## config.mk

```make
export PLATFORM = sky130hd
export DESIGN_NAME = detect_event_counter
export DESIGN_NICKNAME = d
export VERILOG_FILES = /design/src/rtl/detect_pkg.sv /design/src/rtl/detect_rearm_fsm.sv /design/src/rtl/detect_event_counter.sv
export SDC_FILE = /design/constraint.sdc
export NUM_CORES = 1
export LEC_CHECK = 0
export CORE_MARGIN = 1
export CORE_UTILIZATION = 40
export DETAILED_ROUTE_END_ITERATION = 8
export PLACE_DENSITY = 0.62
export SYNTH_ARGS = -nofsm -noshare
export SYNTH_HDL_FRONTEND = slang
export SYNTH_HIERARCHICAL = 1
export SYNTH_SLANG_ARGS = --single-unit
```

## constraint.sdc

```tcl
create_clock -name clk -period 2.4 [get_ports clk]
set_input_delay 0.24 -clock clk [delete_from_list [all_inputs] [get_ports clk]]
set_output_delay 0.24 -clock clk [all_outputs]
set_load 0.005 [all_outputs]
```

## src/rtl/detect_pkg.sv

```systemverilog
// detect_pkg: shared definitions for the detect event counter.
//   state_t    - re-arm FSM state encoding (IDLE=0, HIGH=1, GAP=2)
//   gap_cnt_w  - width of the gap down-counter for a given GAP_CYC
package detect_pkg;

  typedef enum logic [1:0] {
    IDLE = 2'd0,
    HIGH = 2'd1,
    GAP  = 2'd2
  } state_t;

  // The gap counter holds at most GAP_CYC-1; keep at least one bit.
  function automatic int unsigned gap_cnt_w(input int unsigned gap_cyc);
    return (gap_cyc <= 2) ? 1 : $clog2(gap_cyc);
  endfunction

endpackage

```

## src/rtl/detect_rearm_fsm.sv

```systemverilog
// detect_rearm_fsm: registers the upstream detect level and tracks whether the
// counter is armed for a new event.
//   clk        in   rising-edge clock
//   rst_n      in   asynchronous active-low reset
//   i_detect   in   detect level from upstream FSM
//   o_arm_hit  out  one-cycle pulse: registered detect seen high while armed
module detect_rearm_fsm
  import detect_pkg::*;
#(
  parameter int unsigned GAP_CYC = 2
) (
  input  logic clk,
  input  logic rst_n,
  input  logic i_detect,
  output logic o_arm_hit
);

  localparam int unsigned     GW       = gap_cnt_w(GAP_CYC);
  localparam logic [GW-1:0]   GAP_LOAD = (GAP_CYC > 1) ? GW'(GAP_CYC - 1) : '0;
  localparam logic [GW-1:0]   GAP_ONE  = GW'(1);

  logic          r_d_q;
  state_t        r_state;
  logic [GW-1:0] r_gap_cnt;

  // The low cycle that leaves HIGH is the first of the GAP_CYC required, so
  // gap_cnt holds the lows still needed; GAP exits on the last of them.
  always_ff @(posedge clk or negedge rst_n) begin
    if (!rst_n) begin
      r_d_q     <= 1'b0;
      r_state   <= IDLE;
      r_gap_cnt <= '0;
    end else begin
      r_d_q <= i_detect;
      case (r_state)
        IDLE: begin
          if (r_d_q) r_state <= HIGH;
        end
        HIGH: begin
          if (!r_d_q) begin
            if (GAP_CYC <= 1) begin
              r_state <= IDLE;
            end else begin
              r_state   <= GAP;
              r_gap_cnt <= GAP_LOAD;
            end
          end
        end
        GAP: begin
          if (r_d_q) begin
            r_state <= HIGH;
          end else if (r_gap_cnt <= GAP_ONE) begin
            r_state   <= IDLE;
            r_gap_cnt <= '0;
          end else begin
            r_gap_cnt <= r_gap_cnt - GAP_ONE;
          end
        end
        default: r_state <= IDLE;
      endcase
    end
  end

  always_comb begin
    o_arm_hit = (r_state == IDLE) && r_d_q;
  end

endmodule

```

## src/rtl/detect_event_counter.sv

```systemverilog
// detect_event_counter: counts qualified detect events in a saturating counter
// with sticky alarm and saturation flags.
//   clk       in   rising-edge clock
//   rst_n     in   asynchronous active-low reset
//   detect_i  in   detect level from upstream Moore FSM
//   enable_i  in   1 = events counted
//   clear_i   in   synchronous clear of count/alarm/sat/event
//   event_o   out  one-cycle pulse per qualified event
//   count_o   out  saturating event count
//   alarm_o   out  sticky, count reached ALARM_TH
//   sat_o     out  sticky, an event was lost at saturation
module detect_event_counter
  import detect_pkg::*;
#(
  parameter int unsigned CNT_W    = 8,
  parameter int unsigned GAP_CYC  = 2,
  parameter int unsigned ALARM_TH = 5
) (
  input  logic             clk,
  input  logic             rst_n,
  input  logic             detect_i,
  input  logic             enable_i,
  input  logic             clear_i,
  output logic             event_o,
  output logic [CNT_W-1:0] count_o,
  output logic             alarm_o,
  output logic             sat_o
);

  localparam logic [CNT_W-1:0] CNT_MAX = '1;
  localparam logic [CNT_W-1:0] CNT_ONE = CNT_W'(1);
  localparam logic [CNT_W-1:0] CNT_TH  = CNT_W'(ALARM_TH);

  logic             w_arm_hit;
  logic             w_qual;
  logic             w_at_max;
  logic [CNT_W-1:0] w_cnt_nxt;

  logic             r_event;
  logic [CNT_W-1:0] r_count;
  logic             r_alarm;
  logic             r_sat;

  detect_rearm_fsm #(
    .GAP_CYC(GAP_CYC)
  ) u_rearm (
    .clk      (clk),
    .rst_n    (rst_n),
    .i_detect (detect_i),
    .o_arm_hit(w_arm_hit)
  );

  // Clear drops a coincident event rather than counting it.
  always_comb begin
    w_qual    = w_arm_hit & enable_i & ~clear_i;
    w_at_max  = (r_count == CNT_MAX);
    w_cnt_nxt = (w_qual && !w_at_max) ? r_count + CNT_ONE : r_count;
  end

  always_ff @(posedge clk or negedge rst_n) begin
    if (!rst_n) begin
      r_event <= 1'b0;
      r_count <= '0;
      r_alarm <= 1'b0;
      r_sat   <= 1'b0;
    end else if (clear_i) begin
      r_event <= 1'b0;
      r_count <= '0;
      r_alarm <= 1'b0;
      r_sat   <= 1'b0;
    end else begin
      r_event <= w_qual;
      r_count <= w_cnt_nxt;
      if (w_qual && w_at_max) r_sat <= 1'b1;
      if (w_cnt_nxt >= CNT_TH) r_alarm <= 1'b1;
    end
  end

  assign event_o = r_event;
  assign count_o = r_count;
  assign alarm_o = r_alarm;
  assign sat_o   = r_sat;

endmodule

```

# After elaboration in Yosys (flattened, before gate mapping)
# Cells that the tools add are included.
dict set report totals {
  reg_bits 15
  input_bits 5
  output_inout_bits 11
  word_cells 47
}
dict set report op_classes {
  addsub 2
  magnitude_cmp 2
  eq_ne 7
  n_mux 16
  n_bitwise 3
  reduce_logical 10
}
# cell n
set ops {}
lappend ops {{8-bit 2-to-1 mux} 2}
lappend ops {{8-bit by 1-bit adder with 8-bit output, second input constant} 1}
lappend ops {{8-bit == test, second input constant} 1}
lappend ops {{8-bit by 3-bit >= comparator with 1-bit output, second input constant} 1}
lappend ops {{1-bit 2-to-1 mux} 8}
lappend ops {{2-bit 2-to-1 mux} 4}
lappend ops {{2-bit one-hot mux with 3 select lines} 1}
lappend ops {{3-bit AND reduction} 2}
lappend ops {{2-bit nonzero test} 3}
lappend ops {{2-bit inequality test, second input constant} 2}
lappend ops {{1-bit logical AND} 3}
lappend ops {{3-bit by 1-bit inequality test with 1-bit output, second input constant} 1}
lappend ops {{1-bit AND} 2}
lappend ops {{2-bit by 1-bit == test with 1-bit output, second input constant} 1}
lappend ops {{2-bit == test, second input constant} 1}
lappend ops {{2-bit zero test} 1}
lappend ops {{2-bit by 1-bit inequality test with 1-bit output, second input constant} 1}
lappend ops {{1-bit one-hot mux with 2 select lines} 1}
lappend ops {{1-bit <= comparator, second input constant} 1}
lappend ops {{1-bit zero test} 1}
lappend ops {{1-bit inverter} 1}
lappend ops {{1-bit subtractor, second input constant} 1}

# Depth between registers and ports, before layout
dict set report logic_depth {
  word_depth 9
  mapped_depth 7
  depth_no_buf 6
}

# By module
# The synthesis kept the hierarchy.
# module n_inst cells_each area_per_inst_um2 seq_area_each_um2
set modules_own_cells {}
lappend modules_own_cells {detect_event_counter 1 66 630.6 275.3}
lappend modules_own_cells {detect_rearm_fsm 1 6 107.6 75.1}

# Least setup slack after synthesis
# Ideal clock, no wire load.
dict set report synth_path {
  kind {flip-flop to flip-flop}
  from {reg u_rearm.r_state[1]}
  to {reg r_alarm (netlist: alarm_o)}
  setup_time_ns 0.138
  t_arrival_ns 1.617
  required_time_ns 2.262
  slack_ns 0.645
  stages_incl_launch_ff 8
  n_path_buf 1
  synth_period_minus_slack_ns 1.755
  cell_sequence {dfrtp_1 -> nor3b_2 -> and3b_1 -> buf_6 -> and4_1 -> mux2_2 -> a211oi_1 -> o211ai_1}
}
dict set report synth_via {
  elab_chain_cells 8
}
# element line_no
set synth_lines {}
lappend synth_lines {{from (decl)} detect_rearm_fsm.sv:23} ;# state_t r_state;
lappend synth_lines {{from (signal assigned)} detect_rearm_fsm.sv:31} ;# r_state <= IDLE;
lappend synth_lines {{from (signal assigned)} detect_rearm_fsm.sv:37} ;# if (r_d_q) r_state <= HIGH;
lappend synth_lines {{from (signal assigned)} detect_rearm_fsm.sv:42} ;# r_state <= IDLE;
lappend synth_lines {{2-bit zero test} detect_rearm_fsm.sv:65} ;# o_arm_hit = (r_state == IDLE) && r_d_q;
lappend synth_lines {{1-bit logical AND} detect_rearm_fsm.sv:65}
lappend synth_lines {{via w_arm_hit} detect_event_counter.sv:34} ;# logic w_arm_hit;
lappend synth_lines {{1-bit AND (2 in series)} detect_event_counter.sv:55} ;# w_qual = w_arm_hit & enable_i & ~clear_i;
lappend synth_lines {{1-bit logical AND} detect_event_counter.sv:57} ;# w_cnt_nxt = (w_qual && !w_at_max) ? r_count + CNT_ONE : r_count;
lappend synth_lines {{8-bit 2-to-1 mux} detect_event_counter.sv:57}
lappend synth_lines {{8-bit by 3-bit >= comparator with 1-bit output} detect_event_counter.sv:75} ;# if (w_cnt_nxt >= CNT_TH) r_alarm <= 1'b1;
lappend synth_lines {{2-bit nonzero test (no source line)} n/a}
lappend synth_lines {{to (signal assigned)} detect_event_counter.sv:64} ;# r_alarm <= 1'b0;
lappend synth_lines {{to (signal assigned)} detect_event_counter.sv:69} ;# r_alarm <= 1'b0;
lappend synth_lines {{to (signal assigned)} detect_event_counter.sv:75}
lappend synth_lines {{to (decl)} detect_event_counter.sv:41} ;# logic r_alarm;
# The timed path passes the listed nets, and every way through them passes these cells.
# A chain may end at the register's enable or synchronous reset.

# Worst setup path after layout
# Ends and elaborated chain as after synthesis.

==> summary.md <==
| Metric | Value |
|---|---|
| Most common cell in the netlist | dfrtp_1 |
| Final WL | 1.45 mm |
| Die Y | 45.0 microns |
| Hold Fails Final Rpt | 0 |
| Reg clk slew, reported paths | 80 ps |
| Routed length on met3 | 51 microns |
| Post-synth cell types | 31 |
| R2R Path Start | u_rearm/r_state[1] |
| Layout Cells excl Fill | 115 |
| Crit Path Max Fanout | 7 |
| Inst Count DP | 111 |
| Clock tree root buffer cell | clkbuf_4 |
| Clk_lat worst skew | 270 ps |
| Max-slew violations | 0 |
| Synth warnings | 6 |
| Post-cts sizing count | 0 |
| GRT overflow | 0 |
| Total CTS buffers | 3 |
| Power density over cell area | 458 mW/mm^2 |
| H-tree depth | 1 |
| Die area | 0.00202 sq mm |
| Uppermost layer routed | met4 |
| RSZ-0062 raised after global routing | false |
| Yosys reg bits | 14 |
| Syn_nets | 78 |
| Tcrit/Tclk final | 0.773 |
| Predominant post-synthesis flop cell | dfrtp_1 |
| Relative slew slack | 0.580 |
| N_diodes | 0 |
| Post-synthesis average cell area | 10.3 sq um |
| Drt first pass iters | 4 |
| Reg2reg end | alarm_o |
| Post-synth ARST share | 1.00 |
| WL/cell | 12.6 microns |
| Worst path slowest cell | dfrtp_1 |
| Fmax | 539 MHz |
| # DRC | 0 |
| IO buf count | 15 |
| Post-route cell area | 948 sq um |
| Min-delay worst type | in2async |
| R2R depth | 6 |
| Top Ports | 16 |
| Max incr delay on CP | 420 ps |
| TritonCTS Sinks | 14 |
| Die width | 45.0 microns |
| Data arrival, critical path | 2000 ps |
| Synth area leaders | dfrtp_1, nor2_1, mux2i_1 |
| Final Skew | 2.31 ps |
| Layout cells sized above 1 | 0.100 |
| Seq/Total Area, Yosys | 0.475 |
| Initial Util | 0.428 |
| Post-synth top cells | dfrtp_1, nor2_1, nand2_1 |
| Sum Neg Setup Slack | 0 ps |
| Sequence of cells on the critical path | nor3b_2, and3b_1, and4_1, mux2_2, a211oi_1, o211ai_1 |
| Worst Setup End Kind | flop |
| Max-Cap Viols | 0 |
| Detailed Place HPWL | 1.04 mm |
| Max Root-Sink Buffers | 2 |
| Startpoint Class | flop |
| Hold_buf cts | 0 |
| Setup violations, final | 0 |
| Core box area | 0.00173 sq mm |
| Leak | 0.405 nW |
| Syn Inst Count | 72 |
| Req. time, crit path | 2550 ps |
| GRT Total Usage | 0.168 |
| Clock period minus worst slack | 1860 ps |
| Outcome | complete, no violations |
| DR iter-0 viols | 10 |
| Slew @ Worst Pin | 628 ps |
| TritonCTS clock tree | done |
| Dominant cell type by area after synthesis | dfrtp_1 |
| DR WL met2 | 618 microns |
| Layout area overhead | 28.5% |
| Post-synth EDFFs | 0 |
| Worst Setup Path Type | reg2reg |
| Via density | 5.10 |
| Placed cell area | 912 sq um |
| Met1 wire length | 763 microns |
| Yosys top cell area share | 0.475 |
| Vias in the first global route | 514 |
| Nets@finish | 97 |
| Final Wtd Congestion | 0.803 |
| First-pass GRT wire length | 2.42 mm |
| Initial antenna violation count | 0 |
| FF-to-FF setup slack | 540 ps |
| Via count | 587 |
| Largest net degree at the start of global routing | 15 |
| Peak supply drop | 213 uV |
| Setup bufs post-CTS | 0 |
| Site Rows | 15 |
| Final ANT Viol Nets | 0 |
| Mapped Area | 738 sq um |
[registers in the layout (all words and copies together), names as in the netlist]
| signal | cells |
|---|---|
| alarm_o | 1 |
| u_rearm/r_d_q | 1 |
| sat_o | 1 |
| count_o | 8 |
| u_rearm/r_state | 2 |
| event_o | 1 |
[power breakdown]
group / leakage, nW / switching [mW] / total (mW) / internal, mW
sequential: 0.190 / 0.00404 / 0.244 / 0.240
clock: 0.0210 / 0.0727 / 0.165 / 0.0921
combinational: 0.194 / 0.0122 / 0.0258 / 0.0136
total: 0.405 / 0.0889 / 0.434 / 0.346
[cell usage in the layout, fill, tap and decap left out]
master           synthesis  routed
nor2_1                   9       9
clkbuf_4                 0       3
a211o_1                  1       1
inv_1                    3       3
a21oi_1                  1       1
mux2_2                   1       1
a21boi_1                 1       1
clkbuf_8                 0       1
nand4_1                  2       2
and3b_1                  1       1
nand3_1                  2       2
clkdlybuf4s50_1          0      15
ha_1                     1       1
and3_1                   2       2
o2111ai_1                1       1
and4_4                   1       1
o311ai_1                 1       1
nor3_1                   1       1
o21ai_0                  3       3
mux2i_1                  3       3
and4_1                   2       2
or3_1                    1       1
o211ai_1                 2       2
buf_4                    0       1
nor4_1                   1       1
nand2b_1                 3       3
a211oi_1                 2       2
xnor2_1                  3       3
dfrtp_1                 14      14
nor3b_2                  2       2
nor2b_1                  1       1
o41ai_1                  1       1
nand2_1                  4       4
[final cells by class]
type                       instances  area, sq um
fill                             181          778
timing repair buffer              16          158
sequential                        14          350
clock buffer                       4         36.3
inverter                           3         11.3
multi-input combinational         53          362
tap                               25         31.3
[worst max-delay path, delay by kind of cell, from the launching register on]
| kind | cells | cell delay (ps) |
|---|---|---|
| and+or+nand+nor | 3 | 700 |
| DFF | 1 | 420 |
| muxes | 1 | 340 |
| AOI/OAI and AO/OA | 2 | 280 |
[kinds of logic (layout without fill, tap and decap cells)]
logic type	Yosys count	after routing	share of synthesized area
flip-flops	14	14	0.475
AND/OR/NAND/NOR	32	32	0.256
buffers and inverters	5	23	0.0356
multiplexers	4	4	0.0559
adder cells (fa/ha/maj)	1	1	0.0169
XOR/XNOR	3	3	0.0356
AO/OA/AOI/OAI	13	13	0.125
[how the worst max path moves through the flow]
stage / startpoint / cells after the start / slack [ps] / end
floorplan: u_rearm/r_state[1] / 7 / 640 / alarm_o
global placement: clear_i / 6 / 430 / alarm_o
detailed placement: clear_i / 6 / 400 / alarm_o
CTS: u_rearm/r_state[1] / 6 / 530 / alarm_o
global route: count_o[0] / 6 / 430 / alarm_o
finish: u_rearm/r_state[1] / 6 / 540 / alarm_o
[through the flow]
| stage | utilization | setup slack [ps] | hold slack, ps | total power, mW |
|---|---|---|---|---|
| after detailed placement | 0.528 | 397 | 451 | 0.275 |
| final | 0.549 | 544 | 354 | 0.434 |
| after global placement | 0.528 | 426 | 445 | 0.275 |
| after global routing | 0.549 | 428 | 393 | 0.460 |
| after CTS | 0.549 | 529 | 371 | 0.443 |
| after floorplan | - | 645 | -55.6 | 0.259 |
[routing by layer]
layer | up-vias | track usage
li1 | 301 | -
met1 | 269 | 0.261
met2 | 15 | 0.217
met3 | 2 | 0.0360
met4 | 0 | 0.0727
met5 | - | 0
(Power assumes the default switching activity.)
